### src/rtl/s2p_deframer.sv
// LSB-first serial-to-parallel deframer with a single-entry valid/ready output register.
// Optional `PARITY_CHECK_EN adds a trailing even-parity bit per frame and drives par_err.
module s2p_deframer #(
  parameter int N  = 32,
  parameter int CW = 6
) (
  input  logic         clk,
  input  logic         rst_n,
  input  logic         start,
  input  logic         ser_en,
  input  logic         ser_in,
  output logic         out_valid,
  input  logic         out_ready,
  output logic [N-1:0] par_out,
  output logic         par_err,
  output logic         overflow,
  input  logic         clr_ovf
);

`ifdef PARITY_CHECK_EN
  typedef enum logic [1:0] {IDLE, SHIFT, PAR} state_t;
`else
  typedef enum logic {IDLE, SHIFT} state_t;
`endif

  state_t        state_q, state_d;
  logic [CW-1:0] cnt_q, cnt_d;
  logic [N-1:0]  sh_q, sh_d, word;
  logic          done, load, drop;
`ifdef PARITY_CHECK_EN
  logic          pbit;
`endif

  always_comb begin
    state_d = state_q;
    cnt_d   = cnt_q;
    sh_d    = sh_q;
    done    = 1'b0;
    word    = sh_q;
`ifdef PARITY_CHECK_EN
    pbit    = 1'b0;
`endif
    if (start) begin
      state_d = SHIFT;
      cnt_d   = '0;
    end else begin
      unique case (state_q)
        SHIFT: begin
          if (ser_en) begin
            sh_d  = {ser_in, sh_q[N-1:1]};
            cnt_d = cnt_q + CW'(1);
            if (cnt_q == CW'(N-1)) begin
`ifdef PARITY_CHECK_EN
              state_d = PAR;
`else
              done    = 1'b1;
              word    = sh_d;
              state_d = IDLE;
`endif
            end
          end
        end
`ifdef PARITY_CHECK_EN
        PAR: begin
          if (ser_en) begin
            done    = 1'b1;
            pbit    = ser_in;
            state_d = IDLE;
          end
        end
`endif
        default: ;
      endcase
    end
  end

  // a completing word loads if the register is empty or drains this cycle
  assign load = done & (~out_valid | out_ready);
  assign drop = done & ~load;

  always_ff @(posedge clk or negedge rst_n) begin
    if (!rst_n) begin
      state_q <= IDLE;
      cnt_q   <= '0;
      sh_q    <= '0;
    end else begin
      state_q <= state_d;
      cnt_q   <= cnt_d;
      sh_q    <= sh_d;
    end
  end

  always_ff @(posedge clk or negedge rst_n) begin
    if (!rst_n) begin
      out_valid <= 1'b0;
      par_out   <= '0;
      overflow  <= 1'b0;
    end else begin
      if (load) begin
        out_valid <= 1'b1;
        par_out   <= word;
      end else if (out_valid && out_ready) begin
        out_valid <= 1'b0;
      end
      if (drop)
        overflow <= 1'b1;
      else if (clr_ovf)
        overflow <= 1'b0;
    end
  end

`ifdef PARITY_CHECK_EN
  always_ff @(posedge clk or negedge rst_n) begin
    if (!rst_n)
      par_err <= 1'b0;
    else if (load)
      par_err <= pbit ^ (^word);
  end
`else
  assign par_err = 1'b0;
`endif

endmodule

### config.mk
export PLATFORM = sky130hd
export DESIGN_NAME = s2p_deframer
export DESIGN_NICKNAME = d
export VERILOG_FILES = /design/src/rtl/s2p_deframer.sv
export SDC_FILE = /design/constraint.sdc
export NUM_CORES = 1
export LEC_CHECK = 0
export CAP_MARGIN = 20
export CORE_AREA = 2 2 90 135
export DETAILED_ROUTE_END_ITERATION = 16
export DIE_AREA = 0 0 92 137
export SYNTH_ARGS = -nofsm -noshare
export SYNTH_HDL_FRONTEND = slang
export SYNTH_SLANG_ARGS = --single-unit
### constraint.sdc
create_clock -name clk -period 2.1 [get_ports clk]
set_clock_uncertainty 0.15 [all_clocks]
set_input_delay 0.42 -clock clk [delete_from_list [all_inputs] [get_ports clk]]
set_output_delay 0.42 -clock clk [all_outputs]
set_load 0.01 [all_outputs]
==> metrics <==
ANT cells 0; clock-pin transition on the worst setup and hold timing paths 0.06 ns; first-pass GRT wire length 8220 um; clk buf depth 2; Hold Path Class in2async; layout net count 241; CP Class reg2reg; status finished, final reports clean; CTS tree built; final worst slack 0.187 ns; top cells by area in the synthesized netlist dfrtp_1, mux2_2, buf_6; antenna violations before repair 0; layout cells sized above 1 0.378; maximum vdd drop 0.473 mV; library cells used by synthesis 24; post-CTS setup buffers 0; Post-Syn Instances 179; die width 92 um; die area 0.0126 mm2; min Tclk post-route 1.91 ns; CTS H-tree depth 3; Mapped Nets 187; Leak 1.74 nW; Fillers 1165; final hold violations 0; clock tree root buffer cell clkbuf_16; wire per inst 12.9 um; PwrDens 916 mW/mm2; placed wire-length estimate 3410 um; Worst-Skew Late Latency 0.32 ns; synthesized flop and latch total 72; Design Power 3.44 mW; DRC 0; Peak Freq 523 MHz; Crit. End Element flip-flop; asr flop ratio synth 1.00; drt first-iter violations 68; synthesis-to-finish area growth 33.9%; mapped cell area 0.00281 mm2; CP arrival 1.97 ns; total clock sinks 72; Final setup viols 0; Tcrit/Tclk final 0.911; IO Pins 42; Critical Path Start Type flip-flop; core area 0.0114 mm2; count of buffers from port buffering 40; placement row count 48; Slew Limit Fails 0; post-synthesis sequential area ratio 0.642; WHS 0.274 ns; Vias/cell 4.05; Synth warnings 0; CP Data Required Time 2.15 ns; GP Congestion 0.679; MaxCap Viol Count 0; Synth area leader dfrtp_1; Worst Path Max Fanout 24; Yosys top cell area share 0.642; DR pass1 iterations 3; Setup WS pre-CTS -0.143 ns; GRT overflow 0; Initial Util 0.246; flop-to-flop setup slack 0.19 ns; Routed Antenna Nets 0; Post-Route WL 4990 um; Layout Utilization 0.329; vias in the first global route 1675; CTS buffer count 9; Post-synth EDFFs 0; RSZ-0062 raised after global routing no; Die Height 137 um; largest net degree at the start of global routing 71; total number of vias 1570; Tot GR Track Use 0.0840; Synth Area per Inst 15.7 um2; main flop type after synthesis dfrtp_1
[synth_stat cells, types with 2 or more instances]
cell type	count
a21oi_1	4
buf_6	6
dfrtp_1	72
inv_1	2
mux2_1	3
mux2_2	60
nand2_1	5
nand2b_1	2
nand3_1	3
nor2_1	2
o21ai_0	4
or3_1	4
[per-layer routing]
metal,part of all wire,track usage,wire (um)
met1,0.43,0.100,2150
met2,0.52,0.137,2580
met3,0.039,0.0220,193
met4,0.013,0.0473,65
met5,0,0,0
[timing repair]
action | CTS | global route
endpoints found under the hold margin | 13 | 0
gates resized for setup | 0 | 0
hold buffers | 1 | 0
[cells in the final DEF (no fill, tap or decap), drive strengths merged, types with 2 or more instances in the layout]
cell type and instances:
nand2b 2, a21oi 4, nor2 2, clkbuf 9
or3 4, buf 12, bufinv 2, dfrtp 72
nand3 3, clkinv 3, mux2 63, clkdlybuf4s50 39
o21ai 4, nand2 5, inv 3
[path summary, 6_finish.rpt]
check	endpoint	from	cells after the start
worst max-delay path	par_out[13]	cnt_q[5]	4
worst min-delay path	par_out[27]	rst_n	2
worst max register to register	par_out[13]	cnt_q[5]	4
worst min register to register	par_out[30]	par_out[30]	1
max in group asynchronous	par_out[11]	rst_n	3
min in group clk	par_out[30]	par_out[30]	1
[through the flow]
stage          area [um2]  TNS (ns)  std cells
2_1_floorplan        2810         0        179
3_3_place_gp         3430     -5.81        371
3_5_place_dp         3430     -6.09        371
4_1_cts              3760         0        388
5_1_grt              3760         0        388
6_report             3760         0        388
[cells by family after synthesis]
logic type,Yosys count,share of synthesized area
AOI/OAI and AO/OA,9,0.0165
xor gates and xnor gates,2,0.00624
adders and majority gates,1,0.00446
buffers and inverters,11,0.0330
DFF,72,0.642
muxes,63,0.253
other,1,0.00134
and+or+nand+nor,20,0.0441
[worst max-delay path: stages, from the launching register on]
cell and delay, ns:
dfrtp_1 0.38, nand4b_1 0.29, nor4b_4 0.38, buf_12 0.23
mux2_2 0.36
[final cells by class]
class                           count  area [um2]  share of cell area
Timing Repair Buffer               52         528               0.140
Clock buffer                        9         225              0.0599
Inverter                            2        7.51             0.00200
Tap cell                          150         188              0.0499
Multi-Input combinational cell     96         913               0.243
Sequential cell                    72        1800               0.479
Clock inverter                      7        95.1              0.0253
[registers in the layout, summed over array words and instances, names as in the netlist]
signal     cells
state_q        1
sh_q          31
par_out       32
overflow       1
cnt_q          6
out_valid      1
[where the power goes]
group	total (mW)	switching (mW)	internal, mW	leakage (nW)
Sequential	1.62	0.0937	1.52	0.976
Clock	1.61	0.564	1.04	0.156
Combinational	0.221	0.0814	0.139	0.608
Power figures use the tool's default switching activity.
==> edit 1: new RTL, same flow settings <==
Compare `cnt_q` against `CW'(N-1)` with >= in place of ==.
--- a/src/rtl/s2p_deframer.sv
+++ b/src/rtl/s2p_deframer.sv
@@ -51,3 +51,3 @@
             cnt_d = cnt_q + CW'(1);
-            if (cnt_q == CW'(N-1)) begin
+            if (cnt_q >= CW'(N-1)) begin
 `ifdef PARITY_CHECK_EN
Behaviour: no difference found for any inputs over 10 cycles, from zero or initial values and one cycle with rst_n low; that may be too few to reach the edited logic, so the function may still have changed.
==> edit 1 against the unedited design <==
Synthesized area rose by 4.5%; worst setup slack improved by 0.049 ns; routed wire length decreased by 3.0%; sequential cell count stayed put; total power is 1.6% higher; cell area increased by 2.7%; synthesized cell count fell by 0.56%; count of clock-buffer cells in the layout grew 3; critical path type is now in2reg; largest power group is now the clock network; highest routed layer unchanged.
==> edit 1: results (changes against the unedited design) <==
Routing
  • Vias per inst: 4.068 (+0.53%)
  • Drt total wl: 4841 um (-3.0%)
  • Detailed-routing iteration count for the pre-antenna-repair pass: 4 (+1)
  • Count of nets left with antenna violations after detail routing: 0 (unchanged)
  • Iteration-0 DRC count of the detailed router: 84 (+24%)

Global route
  • Total global-route track usage: 8.564% (+0.16 points)
  • Number of global-route vias before repair: 1640 (-2.1%)
  • First-pass GRT wire length: 8300 um (+0.92%)
  • Maximum number of pins on one net before global-route repair: 41 (-42%)

Finish
  • Final nets: 237 (-1.7%)
  • Layout overhead on the synthesized area: 31.57%
  • Final non-filler cell total: 384 (-1.0%)
  • Filler cell count: 1123 (-3.6%)
  • Fraction of final layout cells sized beyond drive strength 1: 38.03% (+0.22 points)

Logic synthesis
  • Area of the mapped netlist: 2933 um2 (+4.5%)
  • Post-synthesis share of cell area spent on xor and xnor gates: 0.5973% (-0.027 points)
  • Top cells by count, synth: dfrtp_1 (72), mux2_2 (33), mux2_4 (30)
  • Sequential fraction of the synthesis area: 61.43% (-2.7 points)
  • Asr flop ratio synth: 100.0% (unchanged)
  • Compound-gate portion of the synthesized area: 2.005% (+0.36 points)
  • Mean post-synth cell area: 16.48 um2 (+5.0%)
  • Largest cells by area after synthesis: dfrtp_1 (61%), mux2_4 (15%), mux2_2 (13%)
  • Library cell with the highest instance count after synthesis: dfrtp_1
  • Post-Syn Nets: 186 (-0.53%)
  • Mux cell area share after synthesis: 28.03% (+2.8 points)
  • Distinct cells, synth: 25 (+4.2%)
  • Synth Area in Adders: 0.4266% (-0.019 points)

Critical path
  • CP startpoint: start
  • Worst R2R Setup Slack: 0.24 ns (+0.05 ns)
  • Cells on worst reg2reg path: 5 (+1)
  • Endpoint arrival time on the critical path: 1.92 ns (-0.05 ns)
  • End of the worst register-to-register path: par_out[18]
  • CP endpoint: par_out[20]
  • Critical R2R Launch: cnt_q[0]
  • Critical-path maximum fanout: 17 (-29%)

Pwr
  • Worst IR Drop VDD: 0.3424 mV (-28%)
  • Leakage power figure: 0.001766 uW (+1.5%)

Placed design
  • Half-perimeter wire length of the detailed placement result: 3406 um (-0.23%)
  • Cell area after placement: 3516 um2 (+2.6%)
  • Total placed cells including tap cells: 367 (-1.1%)
  • Setup WS pre-CTS: -0.1244 ns (+0.01886 ns)
  • Routability-driven placement congestion ratio: 0.6755 (-0.47%)

CTS
  • Number of setup buffers added after CTS: 0 (unchanged)
  • CTS root buf: clkbuf_16
  • H-tree level count: 3 (unchanged)
  • Clock edge transition at the registers on the reported setup and hold paths: 0.06 ns (about the same)

STA
  • Shortest clock period the worst path allows after layout: 1.864 ns (-0.04882 ns)

Status
  • Outcome: completed

Min path
  • Hold crit path type: reg2reg
edit 1: layout make-up:
type / instances / area share, %
Clock inverter: 4 / 1.978
Inverter: 2 / 0.1946
Multi-Input combinational cell: 95 / 26.52
Timing Repair Buffer: 49 / 13.10
Sequential cell: 72 / 46.69
Tap cell: 150 / 4.864
Clock buffer: 12 / 6.647
edit 1: logic make-up (layout without fill, tap and decap cells):
family	Yosys count	count (layout)
muxes	63	63
DFF	72	72
AOI/OAI and AO/OA	10	10
adders and majority gates	1	1
and+or+nand+nor	18	18
buffers and inverters	11	67
xor gates and xnor gates	2	2
other	1	1
edit 1: stage by stage:
stage                     total power [uW]  hold slack (ns)
after floorplan                       1772         -0.02559
after global placement                1862           0.2857
after detailed placement              1879           0.2877
after CTS                             3561           0.3552
after global routing                  3662           0.3674
final                                 3498           0.3558
edit 1: critical path, stage by stage:
cell             delay (ns)
clkdlybuf4s50_1        0.46
nand3b_4               0.19
and3b_2                0.31
buf_12                 0.19
mux2_2                 0.35
edit 1: per-layer routing:
metal / vias up / routed length [um] / track usage, %
met1: 784 / 2200 / 10.88
met4: 0 / 96 / 3.980
met2: 40 / 2319 / 12.83
li1: 729 / - / -
met3: 9 / 225 / 3.359
met5: - / 0 / 0
edit 1: power breakdown:
group	total (uW)	leakage, uW	switching [uW]	internal [uW]
sequential	1620	0.000976	99.2	1520
combinational	220	0.000631	81.3	139
clock	1650	0.000159	548	1110
edit 1: worst min-delay path by stage:
stage | start | to | slack (ns) | cells past startpoint
finish | sh_q[1] | sh_q[1] | 0.36 | 1
global route | sh_q[1] | par_out[0] | 0.37 | 1
CTS | sh_q[1] | par_out[0] | 0.36 | 1
detailed placement | rst_n | par_out[6] | 0.29 | 1
global placement | rst_n | par_out[6] | 0.29 | 1
floorplan | rst_n | cnt_q[0] | -0.03 | 0
==> edit 2: new RTL, same flow settings <==
Made on the original files. Add a define of `PARITY_CHECK_EN`.
--- a/src/rtl/s2p_deframer.sv
+++ b/src/rtl/s2p_deframer.sv
@@ -2,2 +2,4 @@
 // Optional `PARITY_CHECK_EN adds a trailing even-parity bit per frame and drives par_err.
+`define PARITY_CHECK_EN
+
 module s2p_deframer #(
Check against the original RTL: same outputs for any inputs over 10 cycles, from zero or initial values and one cycle with rst_n low; that may be too few to reach the edited logic, so the function may still have changed.
==> edit 2 against the unedited design <==
Cell area grew 13%; fmax shrank 5.2%; synthesized area grew 17%; sequential cell count grew 3; routed wire length grew 12%; highest routed layer unchanged; count of clock-buffer cells in the layout grew 6; register-to-register slack gained 0.03 ns; worst setup slack lost 0.10 ns.
Power is not compared: it rests on default switching activity, and its combinational part moved more than twofold at a synthesized area within 25%.
==> edit 2: results (changes against the unedited design) <==
Critical path
  • Critical R2R Launch: sh_q[22]
  • Cells on worst reg2reg path: 6 (+2)
  • Critical-path maximum fanout: 17 (-29%)
  • End of the worst register-to-register path: par_err
  • Critical Path Max Stage Delay: 0.48 ns (+0.10 ns)
  • Worst R2R Setup Slack: 0.22 ns (+0.03 ns)
  • Endpoint arrival time on the critical path: 2.08 ns (+0.11 ns)
  • Cell with the largest stage delay on the worst path: or4b_4

Finish
  • Layout overhead on the synthesized area: 29.16%
  • Final nets: 277 (+15%)
  • Largest registers: par_out (32), sh_q (32), cnt_q (6)
  • Proportion of cell area occupied by multi-input gates: 31.24% (+6.9 points)
  • Fraction of area in non-clock buffers: 12.84% (-1.2 points)
  • Sequential cell area share: 44.38% (-3.6 points)
  • Final design instance area without fill: 4229 um2 (+13%)
  • Fraction of final layout cells sized beyond drive strength 1: 34.31% (-3.5 points)
  • Filler cell count: 1114 (-4.4%)
  • Relative area of clock buffers and inverters in the final design: 6.923% (-1.6 points)
  • Layout multi-input combinational cell count: 129 (+34%)
  • Clock Buffer Count: 15 (+6)

Logic synthesis
  • Synth Area in Adders: 0.3821% (-0.064 points)
  • Compound-gate portion of the synthesized area: 1.032% (-0.62 points)
  • Post-synthesis share of cell area spent on xor and xnor gates: 10.05% (+9.4 points)
  • Top cells by count, synth: dfrtp_1 (75), mux2_2 (36), mux2_4 (28), xnor2_1 (28), nor2_1 (8)
  • Mux cell area share after synthesis: 25.22% (-0.048 points)
  • Post-Syn Nets: 222 (+19%)
  • Number of cells produced by synthesis: 214 (+20%)
  • Distinct cells, synth: 23 (-4.2%)
  • Largest cells by area after synthesis: dfrtp_1 (57%), mux2_4 (13%), mux2_2 (12%)
  • Sequential fraction of the synthesis area: 57.32% (-6.9 points)
  • Warnings, synthesis: 0 (unchanged)

Routing
  • DR WL/cell: 13.17 um (+2.4%)
  • Drt total wl: 5583 um (+12%)
  • Iteration-0 DRC count of the detailed router: 47 (-31%)
  • Vias: 1780 (+13%)

Placed design
  • Routability-driven placement congestion ratio: 0.7256 (+6.9%)
  • Count of port buffers added during placement: 41 (+2.5%)
  • Total placed cells including tap cells: 407 (+9.7%)
  • Cell area after placement: 3926 um2 (+15%)
  • Setup WS pre-CTS: -0.2596 ns (-0.1163 ns)
  • Half-perimeter wire length of the detailed placement result: 3933 um (+15%)

CTS
  • CTS root buf: clkbuf_16
  • Clk sinks: 75 (+4.2%)
  • Count of instances resized after the clock tree is built: 0 (unchanged)
  • Number of buffers inserted during clock tree synthesis: 9 (unchanged)

Min path
  • Hold crit path type: reg2reg

Pwr
  • Worst IR Drop VDD: ~0.42 mV
  • Power attributed to combinational cells: approximately 900 uW
  • Clock-net power: approximately 1500 uW

Global route
  • First-pass GRT wire length: 9535 um (+16%)
  • Total global-route track usage: 10.04% (+1.6 points)
  • Number of global-route vias before repair: 1915 (+14%)
  • Maximum number of pins on one net before global-route repair: 43 (-39%)

Status
  • Outcome: completed

STA
  • Worst Hold Slack: 0.3564 ns (+0.08276 ns)
  • Final Max Slew Viols: 0 (unchanged)
[edit 2: cell types whose count changed after synthesis, sizes merged, moves of 2 or more]
cell,unedited run,this run
xor2,1,7
xnor2,1,28
or3,4,0
dfrtp,72,75
a21oi,4,2
o21ai,4,2
nor2,2,8
[edit 2: routing by layer]
layer  vias up  track usage (%)  routed length [um]
met1       906            11.69                2342
met5         -                0                   0
li1        833                -                   -
met2        30            16.18                2867
met4         0            6.302                 163
met3        11            2.974                 208
[edit 2: how the worst max path moves through the flow]
stage | startpoint | endpoint | slack, ns | depth (start not counted)
after floorplan | start | par_out[10] | 0.05 | 6
after global placement | ser_en | par_out[28] | -0.25 | 6
after detailed placement | ser_en | par_out[14] | -0.26 | 6
after CTS | ser_en | par_out[21] | 0.09 | 6
after global routing | ser_en | sh_q[30] | 0.002 | 6
final | ser_en | par_out[21] | 0.08 | 6
[edit 2: worst max-delay path: cells and delay by family]
kind                   cells  cell delay (ns)
and+or+nand+nor            2             0.66
muxes                      1             0.30
buffers and inverters      3             0.68
